$ cat config.mk
export PLATFORM = sky130hd
export DESIGN_NAME = eq_band_mixer
export DESIGN_NICKNAME = d
export VERILOG_FILES = /design/src/rtl/eq_band_mixer.sv
export SDC_FILE = /design/constraint.sdc
export NUM_CORES = 2
export LEC_CHECK = 0
export ABC_CLOCK_PERIOD_IN_PS = 47800
export CELL_PAD_IN_SITES_DETAIL_PLACEMENT = 1
export CELL_PAD_IN_SITES_GLOBAL_PLACEMENT = 1
export CORE_AREA = 2 2 262 264
export CTS_CLUSTER_DIAMETER = 100
export DETAILED_ROUTE_END_ITERATION = 10
export DIE_AREA = 0 0 264 266
export GPL_ROUTABILITY_DRIVEN = 0
export PLACE_DENSITY = 0.85
export RECOVER_POWER = 25
export SLEW_MARGIN = 0
export SYNTH_ARGS = -nofsm -noshare
export SYNTH_HDL_FRONTEND = slang
export SYNTH_SLANG_ARGS = --single-unit
$ cat constraint.sdc
create_clock -name i_clk -period 47.8 [get_ports i_clk]
set_clock_uncertainty 0.05 [all_clocks]
set_input_delay 14.34 -clock i_clk [delete_from_list [all_inputs] [get_ports i_clk]]
set_output_delay 14.34 -clock i_clk [all_outputs]
set_load 0.02 [all_outputs]
$ cat src/rtl/eq_band_mixer.sv
// eq_band_mixer: combines NB signed 24-bit band samples, each scaled by its
// own signed Q2.14 gain, into one equalized 24-bit output sample.
//
// Ports:
//   i_clk      clock
//   i_rst      synchronous active-high reset
//   i_en       sample strobe; captures i_data/i_gain when idle
//   i_data     NB packed signed 24-bit band samples, band b at [24b+23:24b]
//   i_gain     NB packed signed Q2.14 gains, band b at [GW*b+GW-1:GW*b]
//   o_data     signed mixed output sample, held between valid pulses
//   o_valid    one-cycle pulse when o_data updates
//   o_clip     high with o_valid when the output saturated
//   o_busy     high while a mix is in progress (MAC and OUT)
//   o_overrun  sticky; a strobe arrived while busy and was dropped
//
// The result is rounded, saturated and registered on the last MAC cycle,
// so the valid pulse coincides with the OUT state. This keeps latency at
// NB+1 clocks and lets the next strobe be taken right after the pulse.
module eq_band_mixer #(
    parameter int NB = 8,
    parameter int GW = 16
) (
    input  logic             i_clk,
    input  logic             i_rst,
    input  logic             i_en,
    input  logic [NB*24-1:0] i_data,
    input  logic [NB*GW-1:0] i_gain,
    output logic [23:0]      o_data,
    output logic             o_valid,
    output logic             o_clip,
    output logic             o_busy,
    output logic             o_overrun
);

    localparam int IW = (NB > 1) ? $clog2(NB) : 1;
    localparam int PW = 24 + GW;
    localparam int AW = PW + $clog2(NB);

    localparam logic signed [AW-1:0] RND  = AW'(8192);
    localparam logic signed [AW-1:0] SMAX = AW'(8388607);
    localparam logic signed [AW-1:0] SMIN = AW'(-8388608);
    localparam logic [IW-1:0]        LAST = IW'(NB - 1);

    typedef enum logic [1:0] {
        IDLE,
        MAC,
        OUT
    } state_t;

    state_t state;

    logic [NB*24-1:0]       snap_data;
    logic [NB*GW-1:0]       snap_gain;
    logic signed [AW-1:0]   acc;
    logic [IW-1:0]          idx;

    logic signed [23:0]     cur_d;
    logic signed [GW-1:0]   cur_g;
    logic signed [PW-1:0]   prod;
    logic signed [AW-1:0]   acc_next;
    logic signed [AW-1:0]   rsum;
    logic signed [AW-1:0]   shifted;
    logic [23:0]            sat_data;
    logic                   sat_clip;

    assign cur_d = snap_data[32'(idx)*24 +: 24];
    assign cur_g = snap_gain[32'(idx)*GW +: GW];

    // Both operands sign-extended to the full product width.
    assign prod = $signed({{GW{cur_d[23]}}, cur_d})
                * $signed({{24{cur_g[GW-1]}}, cur_g});

    assign acc_next = acc + $signed({{(AW-PW){prod[PW-1]}}, prod});

    // Round half toward +inf, then drop the Q2.14 fraction.
    assign rsum    = acc_next + RND;
    assign shifted = rsum >>> 14;

    always_comb begin
        sat_data = shifted[23:0];
        sat_clip = 1'b0;
        if (shifted > SMAX) begin
            sat_data = 24'h7FFFFF;
            sat_clip = 1'b1;
        end else if (shifted < SMIN) begin
            sat_data = 24'h800000;
            sat_clip = 1'b1;
        end
    end

    assign o_busy = (state != IDLE);

    // Snapshot banks carry no reset; they are only read after a capture.
    always_ff @(posedge i_clk) begin
        if (!i_rst && state == IDLE && i_en) begin
            snap_data <= i_data;
            snap_gain <= i_gain;
        end
    end

    always_ff @(posedge i_clk) begin
        if (i_rst) begin
            state     <= IDLE;
            acc       <= '0;
            idx       <= '0;
            o_data    <= '0;
            o_valid   <= 1'b0;
            o_clip    <= 1'b0;
            o_overrun <= 1'b0;
        end else begin
            o_valid <= 1'b0;
            o_clip  <= 1'b0;
            if (i_en && state != IDLE) begin
                o_overrun <= 1'b1;
            end
            unique case (state)
                IDLE: begin
                    if (i_en) begin
                        acc   <= '0;
                        idx   <= '0;
                        state <= MAC;
                    end
                end
                MAC: begin
                    acc <= acc_next;
                    idx <= idx + IW'(1);
                    if (idx == LAST) begin
                        o_data  <= sat_data;
                        o_clip  <= sat_clip;
                        o_valid <= 1'b1;
                        state   <= OUT;
                    end
                end
                OUT: begin
                    state <= IDLE;
                end
                default: begin
                    state <= IDLE;
                end
            endcase
        end
    end

endmodule

==> results.py <==
metrics = {
    "critical_path": {
        "slowest_stage": "buf_4",
        "max_stage_delay_ns": 0.92,
        "crit_chain": "clkdlybuf4s50_1 > nor3b_2 > buf_4 > buf_4 > buf_12",
        "cp.buffers_inverters": 4,
        "critPathKind": "in2reg",
        "path_depth": 5,
        "crit_fanout": 201,
        "reg2reg_depth": 26,
        "path_common_cell": "buf_4",
        "endpoint_kind": "register",
        "arrival_ns": 17.60,
        "cp.required_ns": 47.98,
        "crit_path_start_kind": "input pin",
        "path_delay_family": "buffers and inverters",
    },
    "synthesis": {
        "ys_seq_area_frac": 0.353,
        "synth.avg_cell_area_sq_um": 11.8,
        "ys_seq_elements": 395,
        "yosysWarnings": 0,
        "synth_fp_nets": 3537,
        "synth.distinct_cells": 98,
        "synth_edf_count": 320,
        "syn-cell-area_sq_um": 31500,
        "synth-main-ff-cell": "edfxtp_1",
        "synthCells": 2661,
        "synthArstFlopShare": 0,
    },
    "clocking": {
        "cts_sinks": 395,
        "cts_hold_buffers": 0,
        "clkLatencyLatePin_ns": 0.62,
        "cts_resized": 0,
        "cts_buffer_depth": 3,
        "numCtsBuffers": 42,
        "cts_tree": "done",
        "htreeDepth": 2,
        "post_cts_buffers": 0,
        "cts.reportedPaths.clkPinSlew_ns": 0.06,
        "root_buffer": "clkbuf_16",
    },
    "cells_and_area": {
        "drive_gt1_frac": 0.0889,
        "nNetsFinal": 3846,
        "final_common_cell": "inv_1",
        "syn_to_final_growth_pct": 19.0,
        "layout_common_cells": "inv_1 (484), fa_1 (430), edfxtp_1 (320), nor2_1 (258), nand2_1 (248)",
    },
    "timing": {
        "worst_pin_slew_ns": 1.32,
        "finalCritPeriodShare": 0.364,
        "slew_viol_final": 0,
        "slew_headroom": 0.0917,
        "max_clock_freq_mhz": 57.4,
        "finalSetupTns_ns": 0,
        "hold_violations": 0,
        "period_needed_ns": 17.41,
        "rsz0062_at_grt": "no",
        "setup_viol": 0,
    },
    "global_routing": {
        "antenna_found_initial": 27,
        "grt_first_pass_wirelength_microns": 165000,
        "grt_max_degree": 202,
        "grt_pass1_vias": 26200,
        "grt_usage": 0.316,
        "overflow": 0,
    },
    "die": {
        "die_h_microns": 266,
        "dieArea_sq_um": 70200,
        "ios": 351,
        "fp-row-count": 96,
        "core_sq_um": 67700,
        "start_util": 0.464,
        "fp.dieW_microns": 264,
    },
    "worst_hold_path": {
        "min_path_type": "reg2reg",
        "hold_depth": 2,
    },
    "run": {
        "max_cap_viol_count": 0,
    },
    "routing": {
        "drcViolationCount": 0,
        "postRouteAntennaNets": 0,
        "wl_per_cell_microns": 28.7,
        "viasPerCell": 5.91,
        "dr.pass1.iters": 6,
        "drt_iter0_drc": 2335,
        "vias": 23100,
        "wirelength_microns": 112000,
    },
    "placement": {
        "hpwlAfterDp_microns": 81400,
        "port_buffers": 350,
    },
    "outcome": {
        "status": "complete, no violations",
    },
}
## cell type report
type	instances	area (sq um)
Clock inverter	29	427
Antenna cell	28	70.1
Clock buffer	48	1090
Multi-Input combinational cell	1676	18100
Inverter	484	1820
Fill cell	6958	30300
Timing Repair Buffer	371	3670
Sequential cell	395	11100
Tap cell	882	1100
## logic make-up (layout without fill, tap and decap cells)
kind of cell,count (synthesis),in the layout,share of synthesized area
adder cells (fa/ha/maj),553,553,0.323
buffers and inverters,590,932,0.0731
AO/OA/AOI/OAI,260,260,0.0620
AND/OR/NAND/NOR,666,666,0.0948
flip-flops,395,395,0.353
XOR/XNOR,52,52,0.0150
multiplexers,145,145,0.0794
other,0,28,0
## per-layer routing
metal	up-vias	global-route usage	routed length, microns	share of wire
li1	9436	-	-	-
met4	0	0.190	8300	0.074
met5	-	0	0	0
met1	11700	0.366	39200	0.35
met2	1459	0.545	55200	0.49
met3	481	0.0646	9540	0.085
## registers in the layout, summed over array words and instances (netlist names)
signal / cells
acc: 43
o_overrun: 1
o_clip: 1
snap_gain: 128
o_data: 24
idx: 3
snap_data: 192
o_valid: 1
state: 2
## worst register-to-register path, delay by kind of cell, from the launching register on
kind | cells | cell delay (ns)
adders and majority gates | 7 | 3.97
AOI/OAI and AO/OA | 7 | 2.74
muxes | 2 | 1.64
buffers and inverters | 4 | 1.58
and+or+nand+nor | 5 | 1.41
DFF | 1 | 0.57
xor gates and xnor gates | 1 | 0.22
## metrics by stage
step           utilization  setup WS, ns  cell area (sq um)  std cells  hold WS [ns]
2_1_floorplan            -          8.57              31500       2661         0.411
3_3_place_gp         0.529         30.04              35800       3808         0.401
3_5_place_dp         0.529         29.85              35800       3808         0.414
4_1_cts              0.551         30.51              37400       3885         0.426
5_1_grt              0.552         30.22              37400       3912         0.448
6_report             0.553         30.39              37400       3913         0.422
## final timing paths
kind                          to        from  slack, ns
hold reg to reg       o_data[23]  o_data[23]       0.42
setup reg to reg       o_data[6]      idx[0]      35.57
hold / removal        o_data[23]  o_data[23]       0.42
setup / recovery  snap_data[124]        i_en      30.39
## Yosys cell counts, types with 5 or more instances
cell | number | area (sq um)
xnor2_1 | 32 | 280
and2_1 | 19 | 119
a22oi_1 | 43 | 323
a21oi_1 | 54 | 270
nor2_1 | 258 | 968
edfxtp_1 | 320 | 9610
nor2b_1 | 6 | 37.5
xor2_1 | 18 | 158
nand4_1 | 13 | 81.3
mux2_2 | 32 | 360
nand3_1 | 19 | 95.1
mux4_2 | 80 | 1800
buf_6 | 7 | 78.8
inv_1 | 484 | 1820
nand2_1 | 248 | 931
a21o_1 | 13 | 97.6
o211ai_1 | 13 | 97.6
o21ai_0 | 24 | 120
nor3_1 | 20 | 100
o21a_1 | 8 | 60.1
a31oi_1 | 7 | 43.8
clkbuf_1 | 72 | 270
dfxtp_1 | 75 | 1500
nand2b_1 | 11 | 68.8
or2_2 | 19 | 119
ha_1 | 123 | 1540
a211o_1 | 5 | 43.8
a211oi_1 | 9 | 67.6
fa_1 | 430 | 8610
mux2i_1 | 32 | 320
a221o_1 | 22 | 220
or3_1 | 9 | 56.3
o31ai_1 | 8 | 60.1
buf_1 | 14 | 52.6
o21ai_1 | 5 | 25.0
buf_2 | 8 | 40.0
Power is not shown: default switching activity piles up to over one toggle a cycle in this logic, so the estimate is an artifact.
